===== src/rtl/reset_seq_pkg.sv =====
// Shared types for the multi-channel reset sequencer: command opcodes,
// FSM states and the counter "keep current value" encoding.
package reset_seq_pkg;

  typedef enum logic [1:0] {
    TOGGLE    = 2'd0,
    ASSERT    = 2'd1,
    DEASSERT  = 2'd2,
    CONFIGURE = 2'd3
  } cmd_op_e;

  typedef enum logic [2:0] {
    POR       = 3'd0,
    IDLE      = 3'd1,
    WAIT_IDLE = 3'd2,
    ACTIVE    = 3'd3,
    HELD      = 3'd4,
    RELEASE   = 3'd5
  } state_e;

  // All-ones of the given width; a command count equal to this keeps the
  // currently programmed value.
  function automatic logic [31:0] cnt_keep(input int unsigned width);
    return (width >= 32) ? 32'hFFFF_FFFF : ((32'd1 << width) - 32'd1);
  endfunction

endpackage


===== src/rtl/reset_seq_release.sv =====
// Release scheduler for the reset sequencer. A start pulse releases the
// latched channel mask; with RESET_SEQ_STAGGER_EN defined, channels are
// released in ascending index order, one every STAGGER_CYCLES cycles,
// otherwise all of them on the start edge. o_done is high when no release
// is outstanding.
module reset_seq_release #(
  parameter int NUM_CHANNELS = 4
`ifdef RESET_SEQ_STAGGER_EN
  ,
  parameter int CNT_WIDTH      = 16,
  parameter int STAGGER_CYCLES = 2
`endif
) (
`ifdef RESET_SEQ_STAGGER_EN
  input  logic                    i_clock,
  input  logic                    i_reset,
`endif
  input  logic                    i_start,
  input  logic [NUM_CHANNELS-1:0] i_mask,
  output logic [NUM_CHANNELS-1:0] o_release,
  output logic                    o_done
);

`ifdef RESET_SEQ_STAGGER_EN
  localparam logic [NUM_CHANNELS-1:0] CH_ONE  = NUM_CHANNELS'(1);
  localparam logic [CNT_WIDTH-1:0]    CNT_ONE = CNT_WIDTH'(1);
  localparam logic [CNT_WIDTH-1:0]    RELOAD  =
    (STAGGER_CYCLES == 0) ? '0 : CNT_WIDTH'(STAGGER_CYCLES - 1);

  logic [NUM_CHANNELS-1:0] r_pend;
  logic [CNT_WIDTH-1:0]    r_stg;
  logic [NUM_CHANNELS-1:0] w_src;
  logic [NUM_CHANNELS-1:0] w_lsb;
  logic                    w_fire;

  // Pick the next channel(s) to release: the first one on start, later ones
  // when the stagger gap has elapsed.
  always_comb begin
    w_src     = i_start ? i_mask : r_pend;
    w_fire    = i_start || ((r_pend != '0) && (r_stg == '0));
    w_lsb     = w_src & (~w_src + CH_ONE);
    o_release = '0;
    if (w_fire) o_release = (STAGGER_CYCLES == 0) ? w_src : w_lsb;
  end

  // Track channels still waiting for release and the gap down-counter.
  always_ff @(posedge i_clock) begin
    if (i_reset) begin
      r_pend <= '0;
      r_stg  <= '0;
    end else if (w_fire) begin
      r_pend <= w_src & ~o_release;
      r_stg  <= RELOAD;
    end else if (r_stg != '0) begin
      r_stg <= r_stg - CNT_ONE;
    end
  end

  assign o_done = (r_pend == '0);
`else
  assign o_release = i_start ? i_mask : '0;
  assign o_done    = 1'b1;
`endif

endmodule


===== src/rtl/reset_sequencer.sv =====
// Multi-channel reset generator: power-on pulse, commanded pulses with
// programmable idle/active lengths, manual hold/release, masked staggered
// release and per-channel assert/deassert events. Staggered release is
// built only when RESET_SEQ_STAGGER_EN is defined.
module reset_sequencer
  import reset_seq_pkg::*;
#(
  parameter int                      NUM_CHANNELS          = 4,
  parameter int                      CNT_WIDTH             = 16,
  parameter logic [NUM_CHANNELS-1:0] RESET_POLARITY        = '1,
  parameter int                      DEFAULT_IDLE_CYCLES   = 0,
  parameter int                      DEFAULT_ACTIVE_CYCLES = 10,
  parameter int                      STAGGER_CYCLES        = 2
) (
  input  logic                    clock,
  input  logic                    reset,
  input  logic                    cmd_valid,
  output logic                    cmd_ready,
  input  logic [1:0]              cmd_op,
  input  logic [NUM_CHANNELS-1:0] cmd_mask,
  input  logic [CNT_WIDTH-1:0]    cmd_idle,
  input  logic [CNT_WIDTH-1:0]    cmd_active,
  output logic                    cmd_err,
  output logic                    busy,
  output logic [NUM_CHANNELS-1:0] rst_out,
  output logic [NUM_CHANNELS-1:0] rst_active,
  output logic [NUM_CHANNELS-1:0] evt_assert,
  output logic [NUM_CHANNELS-1:0] evt_deassert
);

  localparam logic [CNT_WIDTH-1:0] KEEP       = CNT_WIDTH'(cnt_keep(CNT_WIDTH));
  localparam logic [CNT_WIDTH-1:0] ONE        = CNT_WIDTH'(1);
  localparam logic [CNT_WIDTH-1:0] DEF_IDLE   = CNT_WIDTH'(DEFAULT_IDLE_CYCLES);
  localparam logic [CNT_WIDTH-1:0] DEF_ACTIVE = CNT_WIDTH'(DEFAULT_ACTIVE_CYCLES);
  localparam logic [CNT_WIDTH-1:0] POR_CNT    =
    (DEFAULT_ACTIVE_CYCLES == 0) ? '0 : CNT_WIDTH'(DEFAULT_ACTIVE_CYCLES - 1);

  state_e                  r_state;
  logic [CNT_WIDTH-1:0]    r_idle;
  logic [CNT_WIDTH-1:0]    r_active;
  logic [CNT_WIDTH-1:0]    r_cnt;
  logic [NUM_CHANNELS-1:0] r_mask;
  logic                    r_kick;   // DEASSERT seen: start release next edge
  logic                    r_rej;    // accepted command rejected this edge
  logic                    r_err;
  logic                    r_ready;
  logic                    r_busy;
  logic [NUM_CHANNELS-1:0] r_act;
  logic [NUM_CHANNELS-1:0] r_rst_out;
  logic [NUM_CHANNELS-1:0] r_evt_a;
  logic [NUM_CHANNELS-1:0] r_evt_d;

  cmd_op_e                 w_op;
  logic                    w_accept;
  logic [CNT_WIDTH-1:0]    w_new_idle;
  logic [CNT_WIDTH-1:0]    w_new_active;
  logic [CNT_WIDTH-1:0]    w_act_m1;
  logic                    w_start;
  logic [NUM_CHANNELS-1:0] w_release;
  logic                    w_rel_done;
  logic [NUM_CHANNELS-1:0] w_act_next;

  assign w_op         = cmd_op_e'(cmd_op);
  assign w_accept     = cmd_valid && r_ready;
  assign w_new_idle   = (cmd_idle == KEEP) ? r_idle : cmd_idle;
  assign w_new_active = (cmd_active == KEEP) ? r_active : cmd_active;
  assign w_act_m1     = (r_active == '0) ? '0 : r_active - ONE;

  // The first release coincides with the end of a POR/ACTIVE count, or
  // follows one cycle after a DEASSERT from HELD.
  assign w_start = !reset &&
                   ((((r_state == POR) || (r_state == ACTIVE)) && (r_cnt == '0)) ||
                    ((r_state == RELEASE) && r_kick));

  reset_seq_release #(
`ifdef RESET_SEQ_STAGGER_EN
    .CNT_WIDTH      (CNT_WIDTH),
    .STAGGER_CYCLES (STAGGER_CYCLES),
`endif
    .NUM_CHANNELS   (NUM_CHANNELS)
  ) u_release (
`ifdef RESET_SEQ_STAGGER_EN
    .i_clock   (clock),
    .i_reset   (reset),
`endif
    .i_start   (w_start),
    .i_mask    (r_mask),
    .o_release (w_release),
    .o_done    (w_rel_done)
  );

  // Next channel activity: set masked channels on leaving WAIT_IDLE or while
  // HELD, clear whatever the release scheduler frees.
  // NOTE: every always_comb output gets a default first so no latch is inferred.
  always_comb begin
    w_act_next = r_act;
    if (reset) begin
      w_act_next = '1;
    end else begin
      if (((r_state == WAIT_IDLE) && (r_cnt == '0)) || (r_state == HELD))
        w_act_next = w_act_next | r_mask;
      w_act_next = w_act_next & ~w_release;
    end
  end

  // Sequencer FSM: command decode, counters, latched mask and handshake.
  // NOTE: sequential state uses <= so every register sees pre-edge values.
  always_ff @(posedge clock) begin
    if (reset) begin
      r_state  <= POR;
      r_idle   <= DEF_IDLE;
      r_active <= DEF_ACTIVE;
      r_mask   <= '1;
      r_cnt    <= POR_CNT;
      r_kick   <= 1'b0;
      r_rej    <= 1'b0;
      r_err    <= 1'b0;
      r_ready  <= 1'b0;
      r_busy   <= 1'b1;
    end else begin
      r_kick <= 1'b0;
      r_rej  <= 1'b0;
      r_err  <= r_rej;
      case (r_state)
        POR: begin
          if (r_cnt == '0) r_state <= RELEASE;
          else             r_cnt   <= r_cnt - ONE;
        end
        IDLE: begin
          r_busy <= 1'b0;
          if (w_accept) begin
            case (w_op)
              TOGGLE: begin
                if (cmd_mask == '0) begin
                  r_rej <= 1'b1;
                end else begin
                  r_idle   <= w_new_idle;
                  r_active <= w_new_active;
                  r_mask   <= cmd_mask;
                  r_cnt    <= w_new_idle;
                  r_state  <= WAIT_IDLE;
                  r_ready  <= 1'b0;
                end
              end
              ASSERT: begin
                if (cmd_mask == '0) begin
                  r_rej <= 1'b1;
                end else begin
                  r_mask  <= cmd_mask;
                  r_state <= HELD;
                end
              end
              CONFIGURE: begin
                r_idle   <= w_new_idle;
                r_active <= w_new_active;
              end
              default: r_rej <= 1'b1;
            endcase
          end
        end
        WAIT_IDLE: begin
          r_busy <= 1'b1;
          if (r_cnt == '0) begin
            r_cnt   <= w_act_m1;
            r_state <= ACTIVE;
          end else begin
            r_cnt <= r_cnt - ONE;
          end
        end
        ACTIVE: begin
          if (r_cnt == '0) r_state <= RELEASE;
          else             r_cnt   <= r_cnt - ONE;
        end
        HELD: begin
          r_busy <= 1'b1;
          if (w_accept) begin
            if (w_op == DEASSERT) begin
              r_state <= RELEASE;
              r_kick  <= 1'b1;
              r_ready <= 1'b0;
            end else begin
              r_rej <= 1'b1;
            end
          end
        end
        RELEASE: begin
          if (!r_kick && w_rel_done) begin
            r_state <= IDLE;
            r_ready <= 1'b1;
            r_busy  <= 1'b0;
          end
        end
        default: r_state <= POR;
      endcase
    end
  end

  // Registered channel outputs and edge events, all updated on one edge.
  always_ff @(posedge clock) begin
    r_act     <= w_act_next;
    r_rst_out <= ~(w_act_next ^ RESET_POLARITY);
    if (reset) begin
      r_evt_a <= '0;
      r_evt_d <= '0;
    end else begin
      r_evt_a <= w_act_next & ~r_act;
      r_evt_d <= ~w_act_next & r_act;
    end
  end

  assign cmd_ready    = r_ready;
  assign cmd_err      = r_err;
  assign busy         = r_busy;
  assign rst_active   = r_act;
  assign rst_out      = r_rst_out;
  assign evt_assert   = r_evt_a;
  assign evt_deassert = r_evt_d;

endmodule

===== config.mk =====
export PLATFORM = sky130hd
export DESIGN_NAME = reset_sequencer
export DESIGN_NICKNAME = d
export VERILOG_FILES = /design/src/rtl/reset_seq_pkg.sv /design/src/rtl/reset_seq_release.sv /design/src/rtl/reset_sequencer.sv
export SDC_FILE = /design/constraint.sdc
export NUM_CORES = 1
export LEC_CHECK = 0
export CAP_MARGIN = 5
export CORE_AREA = 3 3 77 116
export CTS_CLUSTER_DIAMETER = 100
export DETAILED_ROUTE_END_ITERATION = 12
export DIE_AREA = 0 0 80 119
export DONT_BUFFER_PORTS = 1
export GPL_ROUTABILITY_DRIVEN = 0
export PLACE_DENSITY_LB_ADDON = 0.08
export REMOVE_ABC_BUFFERS = 1
export SYNTH_ARGS = -nofsm -noshare
export SYNTH_HDL_FRONTEND = slang
export SYNTH_SLANG_ARGS = --single-unit
export TNS_END_PERCENT = 10

===== constraint.sdc =====
create_clock -name clock -period 3.05 [get_ports clock]
set_input_delay 0.4575 -clock clock [delete_from_list [all_inputs] [get_ports clock]]
set_output_delay 0.4575 -clock clock [all_outputs]
set_load 0.01 [all_outputs]

==> impl_metrics.json, run 1 <==
{
  "outcome": "finished, final reports clean",
  "relSlewSlack_pct": 51.5,
  "setup_viol": 0,
  "drt_iter0_drc": 171,
  "endpoint_kind": "flop",
  "drv_cap": 0,
  "drive_above_1_share_pct": 7.46,
  "reg2reg_depth": 6,
  "synth_async_sr_flop_share_pct": 0,
  "cp_max_fo": 17,
  "drt-total-wl_um": 11200,
  "die_w_um": 80,
  "cts_root_buf": "clkbuf_16",
  "row_count": 40,
  "design.core.area_um2": 8010,
  "min_period_ns": 2.60,
  "ant_nets": 0,
  "clk_pin_slew_ns": 0.05,
  "antenna_found_initial": 0,
  "crit_required_ns": 3.27,
  "powerDensity_nw_per_um2": 795,
  "synth_area_um2": 3980,
  "worstHoldEndpoint": "r_active[5]",
  "cp.arrival_ns": 2.81,
  "first_pass_iters": 6,
  "hold_path.class": "input pin to flop",
  "slew_viol_final": 0,
  "yosysSeqAreaShare_pct": 36.2,
  "cts_sinks": 72,
  "grt_pass1_wl_um": 18300,
  "rr_endpoint": "r_active[3]",
  "min_from": "reset",
  "cts_buffer_depth": 2,
  "rrSetupSlack_ns": 0.45,
  "start_kind": "flop",
  "synth-main-ff-cell": "dfxtp_1",
  "maxClockFrequency_ghz": 0.385,
  "reg2reg_from": "r_state[0]",
  "crit_path_cell_trace": "nand2b_1 > or2_1 > or3_1 > nor2_4 > mux2i_1 > nand2_1",
  "ctsResizeCount": 0,
  "grt_pass1_vias": 3527,
  "start_util_pct": 49.7,
  "crit_type": "flop to flop",
  "synthDistinctLibCells": 63,
  "grt_overflow": 0,
  "wl_per_cell_um": 19.4,
  "setup_tns_ns": 0,
  "rsz0062_at_grt": "false",
  "cts_max_level": 3,
  "hold_buffers": 0,
  "cts_tree": "done",
  "antenna_cells": 0,
  "synth_edf_count": 0,
  "die_y_um": 119,
  "dpl.hpwl_um": 8500,
  "syn_area_per_cell_um2": 8.29,
  "holdPathStages": 1,
  "areaGrowthSynthToFinish_pct": 9.53,
  "yosysWarnings": 0,
  "grt_max_degree": 62,
  "utilization_pct": 54.4,
  "post_cts_buffers": 0,
  "finalHoldViolations": 0,
  "period_share_pct": 85.2,
  "cts_buffers": 9,
  "port_buffers": 0,
  "route.detailed.drc": 0,
  "p_leak_nw": 1.56,
  "grtUsageTotal_pct": 25.0,
  "finClkSkew_ns": 0.00475,
  "crit_slowest_cell": "dfxtp_1",
  "peakVddDrop_uv": 476,
  "insertion_delay_ns": 0.34,
  "crit_path_max_incr_delay_ns": 0.54,
  "vias": 3533,
  "netlist_instances": 480,
  "worst-slew-pin-transition_ns": 0.718,
  "final_nets": 511,
  "routed_via_density": 6.16,
  "ios": 60,
  "ys_ff_latch": 72,
  "dieArea_um2": 9520
}
power by group:
| part | total (mW) | leakage, nW | internal [mW] | switching [mW] |
|---|---|---|---|---|
| logic | 0.954 | 0.805 | 0.397 | 0.557 |
| registers | 1.21 | 0.584 | 1.04 | 0.174 |
| clock network | 1.30 | 0.176 | 0.904 | 0.395 |
metal layers:
layer	vias to the layer above	share of wire, %	GRT usage (%)	wire, um
met1	1628	37	27.4	4130
met3	37	5.0	4.39	562
li1	1738	-	-	-
met5	-	0	0	0
met4	0	6.0	16.7	672
met2	130	52	42.6	5790
kinds of logic (layout without fill, tap and decap cells):
logic type | Yosys count | count (layout) | share of synthesized area (%)
AOI/OAI and AO/OA | 108 | 108 | 18.4
buffers and inverters | 46 | 35 | 5.72
and+or+nand+nor | 202 | 202 | 26.8
xor gates and xnor gates | 20 | 20 | 4.40
muxes | 26 | 26 | 6.60
DFF | 72 | 72 | 36.2
adders and majority gates | 6 | 6 | 1.89
synthesized netlist by cell type, drive strengths merged, types with 2 or more instances:
master	number	area (um2)
nor3b	2	15.0
a21o	3	22.5
or3	3	18.8
a211o	2	17.5
dfxtp	72	1440
o2111ai	2	17.5
buf	16	115
nand2b	4	25.0
a221oi	2	17.5
or2	3	18.8
a31oi	8	50.1
a221o	5	50.1
mux2	2	22.5
ha	6	75.1
xor2	6	52.6
a211oi	6	45.0
a21oi	32	168
clkinv	2	7.51
nor4b	6	52.6
nand4	9	56.3
o211ai	6	50.1
and3	5	31.3
xnor2	14	123
inv	8	30.0
nor4	23	159
or4	6	48.8
o221a	7	78.8
o21a	3	22.5
nand2	31	124
nor3	25	130
nor2b	7	43.8
nand3	9	45.0
clkbuf	20	75.1
nor2	63	244
mux2i	24	240
o21ai	23	115
registers in the layout (all words and copies together) (netlist names):
| signal | flops |
|---|---|
| evt_assert | 4 |
| r_cnt | 16 |
| busy | 1 |
| r_rej | 1 |
| r_idle | 16 |
| rst_out | 3 |
| evt_deassert | 4 |
| r_active | 16 |
| r_mask | 4 |
| rst_active | 1 |
| r_kick | 1 |
| cmd_ready | 1 |
| r_state | 3 |
| cmd_err | 1 |
critical path, delay by kind of cell (launching register included):
kind	cells	cell delay [ns]
DFF	1	0.54
and+or+nand+nor	5	1.69
muxes	1	0.24
worst max path at each step:
stage / from / endpoint / cells past startpoint
floorplan: r_state[0] / r_idle[0] / 6
global placement: r_state[0] / r_active[3] / 6
detailed placement: r_state[0] / r_active[3] / 6
CTS: r_state[0] / r_active[11] / 6
global route: r_state[0] / r_active[6] / 6
finish: r_state[0] / r_active[3] / 6
placed cells by master (no fill, tap or decap), types with 7 or more instances in the layout:
| cell type | instances |
|---|---|
| a21oi_1 | 30 |
| a31oi_1 | 8 |
| buf_4 | 9 |
| clkbuf_16 | 9 |
| dfxtp_1 | 72 |
| inv_1 | 8 |
| mux2i_1 | 24 |
| nand2_1 | 30 |
| nand3_1 | 9 |
| nand4_1 | 9 |
| nor2_1 | 62 |
| nor2b_1 | 7 |
| nor3_1 | 24 |
| nor4_1 | 22 |
| o21ai_0 | 14 |
| o21ai_1 | 9 |
| o221a_1 | 7 |
| xnor2_1 | 14 |
stage by stage:
step	std cells	hold WS [ns]	instance area (um2)	worst slack, ns	power [mW]
3_5_place_dp	558	0.436	3990	0.497	2.17
4_1_cts	574	0.181	4360	0.478	3.47
6_report	574	0.194	4360	0.450	3.46
5_1_grt	574	0.175	4360	0.286	3.65
2_1_floorplan	444	0.414	3790	0.268	1.88
3_3_place_gp	558	0.428	3990	0.512	2.16
area by class of cell:
cell class	instances	area (um2)
timing repair buffer	9	67.6
fill	772	3650
inverter	10	37.5
clock inverter	5	128
tap	105	131
sequential	72	1440
multi-input combinational	362	2310
clock buffer	11	243
Note: power is estimated with default switching activity, not from simulation.
==> inputs of run 2 (changes only) <==
--- a/config.mk
+++ b/config.mk
@@ -14,7 +14,7 @@
 export GPL_ROUTABILITY_DRIVEN = 0
 export PLACE_DENSITY_LB_ADDON = 0.08
 export REMOVE_ABC_BUFFERS = 1
+export SKIP_CTS_REPAIR_TIMING = 1
 export SYNTH_ARGS = -nofsm -noshare
 export SYNTH_HDL_FRONTEND = slang
 export SYNTH_SLANG_ARGS = --single-unit
-export TNS_END_PERCENT = 10
==> results of run 2 <==
Final layout, timing and power as in run 1 (identical DEF).
==> inputs of run 3 (changes only) <==
--- a/config.mk
+++ b/config.mk
@@ -8,6 +8,7 @@
 export CAP_MARGIN = 5
 export CORE_AREA = 3 3 77 116
 export CTS_CLUSTER_DIAMETER = 100
+export CTS_CLUSTER_SIZE = 25
 export DETAILED_ROUTE_END_ITERATION = 12
 export DIE_AREA = 0 0 80 119
 export DONT_BUFFER_PORTS = 1
==> constraint.sdc (replaced) <==
create_clock -name clock -period 3.29 [get_ports clock]
set_input_delay 0.4935 -clock clock [delete_from_list [all_inputs] [get_ports clock]]
set_output_delay 0.4935 -clock clock [all_outputs]
set_load 0.01 [all_outputs]
==> run 3 against run 2 <==
  * Clock-buffer cell count is 2 lower
  * Clock power decreased by 21%
  * Worst hold slack gained 0.032 ns
  * Clock skew is 0.0011 ns higher
  * Routed wire length rose by 1.9%
  * First-iteration DRC count rose by 22%
  * Largest cell class unchanged
==> impl_metrics.json, run 3 (synthesized netlist as in run 1, its figures left out) <==
{
  "outcome": "finished, final reports clean",
  "crit_type": "flop to flop",
  "reg_top3": "r_active (16), r_cnt (16), r_idle (16)",
  "dieArea_um2": 9520,
  "endpoint_kind": "flop",
  "port_buffers": 0,
  "cts_sinks": 72,
  "hold_path.class": "input pin to flop",
  "worst-slew-pin-transition_ns": 0.894,
  "cts_buffer_depth": 2,
  "final_nets": 511,
  "ios": 60,
  "start_kind": "flop",
  "reg2reg_depth": 7,
  "maxClockFrequency_ghz": 0.373,
  "place_ws_ns": 0.628,
  "cp_max_fo": 13,
  "start_util_pct": 49.7,
  "wl_per_cell_um": 19.8,
  "cts_tree": "done",
  "grt_pass1_wl_um": 18600,
  "reg2reg_from": "r_state[0]",
  "finClkSkew_ns": 0.00580,
  "insertion_delay_ns": 0.33,
  "fin_hold_ws_ns": 0.225,
  "routed_via_density": 6.33,
  "worst_slack_ns": 0.611,
  "first_pass_iters": 6,
  "peakVddDrop_uv": 341,
  "cp.arrival_ns": 2.91,
  "dpl.hpwl_um": 8500,
  "grt_overflow": 0,
  "antenna_found_initial": 0,
  "final_common_cell": "dfxtp_1",
  "clk_pin_slew_ns": 0.06,
  "grtUsageTotal_pct": 25.1,
  "areaGrowthSynthToFinish_pct": 8.02,
  "die_w_um": 80,
  "drt_iter0_drc": 208,
  "holdPathStages": 1,
  "min_from": "reset",
  "route.detailed.drc": 0,
  "grt_max_degree": 62,
  "design.core.area_um2": 8010,
  "cts_root_buf": "clkbuf_16",
  "setup_tns_ns": 0,
  "drv_cap": 0,
  "die_y_um": 119,
  "p_leak_nw": 1.54,
  "crit_required_ns": 3.52,
  "finalPower_mw": 3.04,
  "rsz0062_at_grt": "false",
  "powerDensity_nw_per_um2": 706,
  "row_count": 40,
  "relSlewSlack_pct": 39.6,
  "period_share_pct": 81.4,
  "cts_max_level": 3,
  "drive_above_1_share_pct": 7.48,
  "min_period_ns": 2.68,
  "vias": 3627,
  "critical_path.startpoint": "r_state[0]",
  "antenna_cells": 0,
  "layout_common_cells": "dfxtp_1 (72), nor2_1 (62), nand2_1 (30), a21oi_1 (30)",
  "setup_viol": 0,
  "finalHoldViolations": 0,
  "grt_pass1_vias": 3603,
  "cts_buffers": 9,
  "slew_viol_final": 0,
  "ant_nets": 0,
  "drt-total-wl_um": 11400
}
-- run 3: layout make-up --
class | count | area (um2)
flip-flops and latches | 72 | 1440
clock buffers | 9 | 225
clock inverters | 6 | 85.1
fillers | 806 | 3710
inverters | 10 | 37.5
well taps | 105 | 131
multi-input cells | 362 | 2310
repair buffers | 9 | 67.6
-- run 3: worst paths after layout --
kind                     to  slack (ns)
setup / recovery  r_idle[4]        0.61
hold / removal     r_cnt[7]        0.23
setup reg to reg  r_idle[4]        0.61
hold reg to reg     cmd_err        0.43
-- run 3: metrics by stage --
| step | cell area [um2] | util (%) | cells |
|---|---|---|---|
| after floorplan | 3790 | - | 444 |
| after global placement | 3990 | 49.8 | 558 |
| after detailed placement | 3990 | 49.8 | 558 |
| after CTS | 4300 | 53.7 | 573 |
| after global routing | 4300 | 53.7 | 573 |
| final | 4300 | 53.7 | 573 |
-- run 3: layer usage --
metal,GRT usage [%],vias up,part of all wire (%)
li1,-,1744,-
met4,10.7,0,3.7
met5,0,-,0
met3,4.16,26,5.3
met1,27.8,1740,37
met2,45.6,117,54
-- run 3: power breakdown --
part           internal (mW)  switching, mW  leakage, nW
Clock                  0.656          0.374        0.147
Sequential             0.963          0.144        0.584
Combinational          0.365          0.534        0.805
-- run 3: critical path: stages, from the launching register on --
cell and delay (ns):
dfxtp_1 0.54, nand2b_1 0.29, or2_1 0.32, or3_1 0.55, nor2b_1 0.31, buf_4 0.29
mux2i_1 0.22, nor2_1 0.05
==> variant: new RTL, flow settings as in run 1 <==
Encoding of `state_e`: now one-hot (6 bits for 6 states).
--- a/src/rtl/reset_seq_pkg.sv
+++ b/src/rtl/reset_seq_pkg.sv
@@ -9,13 +9,13 @@
     CONFIGURE = 2'd3
   } cmd_op_e;
 
-  typedef enum logic [2:0] {
-    POR       = 3'd0,
-    IDLE      = 3'd1,
-    WAIT_IDLE = 3'd2,
-    ACTIVE    = 3'd3,
-    HELD      = 3'd4,
-    RELEASE   = 3'd5
+  typedef enum logic [5:0] {
+    POR       = 6'b000001,
+    IDLE      = 6'b000010,
+    WAIT_IDLE = 6'b000100,
+    ACTIVE    = 6'b001000,
+    HELD      = 6'b010000,
+    RELEASE   = 6'b100000
   } state_e;
 
   // All-ones of the given width; a command count equal to this keeps the
Check against the original RTL: no difference found for any inputs over 10 cycles, from zero or initial values and one cycle with reset high; not proved beyond that.
==> variant against run 1 <==
- final area rose by 1.3%
- sequential cell count rose by 3
- final cell count decreased by 2.1%
- area after synthesis grew 2.5%
- critical path type unchanged
- routed wire length shrank 1.0%
- critical path depth up 1
- power grew 0.40%
- clock skew increased by 0.0024 ns
- worst setup slack got worse by 0.019 ns
==> variant: results (changes against run 1) <==
Detailed routing
  • Iter 0 DRT Violations: 225 (+32%)
  • DR WL met2: 5750 µm (-0.74%)
  • DRT Pass-1 Iters: 7 (+1)
  • Drt via density: 6.15 (-0.12%)
  • Drt total wl: 11000 µm (-1.0%)

STA
  • Clock skew: 0.00719 ns (+0.00244 ns)
  • Tcrit/Tclk final: 0.858 (+0.00607)
  • Max_slew headroom: 0.437 (-0.0779)

Global route
  • Gr usage total: 0.239 (-0.0102)
  • Met2 usage: 0.416 (-0.00985)
  • Met3 usage: 0.0499 (+0.00605)
  • Vias in the first global route: 3562 (+0.99%)
  • Met1 GRT Util: 0.272 (-0.00220)
  • First-pass GRT wire length: 17800 µm (-2.8%)
  • Largest net degree at the start of global routing: 49 (-21%)

Pwr
  • Max rail drop VDD: 0.000464 V (-2.4%)
  • P_leak: 1.64 nW (+5.1%)

Place
  • Pre-CTS setup slack: 0.456 ns (-0.0411 ns)
  • Post-DP Area: 4090 µm² (+2.6%)
  • Post-DP HPWL: 8230 µm (-3.1%)

Worst setup path
  • Worst reg2reg path startpoint: r_state[3]
  • Max incr delay on CP: 0.64 ns (+0.10 ns)
  • Critical Path Sink: r_idle[4]
  • Slowest CP cell: nor2b_1
  • Critical Path Fanout Max: 11 (-6)
  • FF-to-FF path depth: 7 (+1)

Layout
  • Final net count: 499 (-2.3%)
  • Ratio of cells with drive above 1 in the final layout: 0.125 (+0.0501)
  • Post-route insts no fill: 562 (-2.1%)

Outcome
  • Outcome: completed

Logic synthesis
  • Synth cell count leaders: 75 x dfxtp_1, 46 x nor2_1, 31 x nand2_1, 30 x mux2i_1, 24 x a21oi_1
  • Unique masters post-synth: 70 (+11%)
-- variant: cell types whose count changed after synthesis, sizes merged, moves of 6 or more --
cell,before,now
nor4,23,7
nor2,63,49
clkbuf,20,9
a21oi,32,24
inv,8,15
a31oi,8,2
mux2i,24,30
nor3,25,19
o32ai,0,6
-- variant: worst min path at each step --
stage          startpoint    endpoint  slack [ns]  cells past startpoint
3_3_place_gp        r_rej     cmd_err        0.44                      1
6_report            reset  r_state[1]        0.19                      1
5_1_grt             reset  r_state[3]        0.19                      1
2_1_floorplan       r_rej     cmd_err        0.41                      1
3_5_place_dp        r_rej     cmd_err        0.44                      1
4_1_cts             reset  r_state[1]        0.19                      1
-- variant: layout make-up --
cell class | count | area, µm²
Clock buffer | 9 | 225
Clock inverter | 7 | 98.8
Fill cell | 764 | 3590
Inverter | 16 | 60.1
Multi-Input combinational cell | 343 | 2350
Sequential cell | 75 | 1500
Tap cell | 105 | 131
Timing Repair Buffer | 7 | 52.6
-- variant: cell families (layout without fill, tap and decap cells) --
kind of cell | Yosys count | after routing | synth area share
AOI/OAI and AO/OA | 106 | 106 | 0.188
and+or+nand+nor | 183 | 183 | 0.255
muxes | 32 | 32 | 0.0791
buffers and inverters | 42 | 39 | 0.0570
DFF | 75 | 75 | 0.368
adders and majority gates | 6 | 6 | 0.0184
xor gates and xnor gates | 16 | 16 | 0.0343
-- variant: power by group --
part / total (mW) / internal [mW] / leakage (nW) / switching (mW)
clock network: 1.15 / 0.722 / 0.156 / 0.429
registers: 1.20 / 1.08 / 0.607 / 0.122
logic: 1.13 / 0.449 / 0.880 / 0.677
total: 3.48 / 2.25 / 1.64 / 1.23
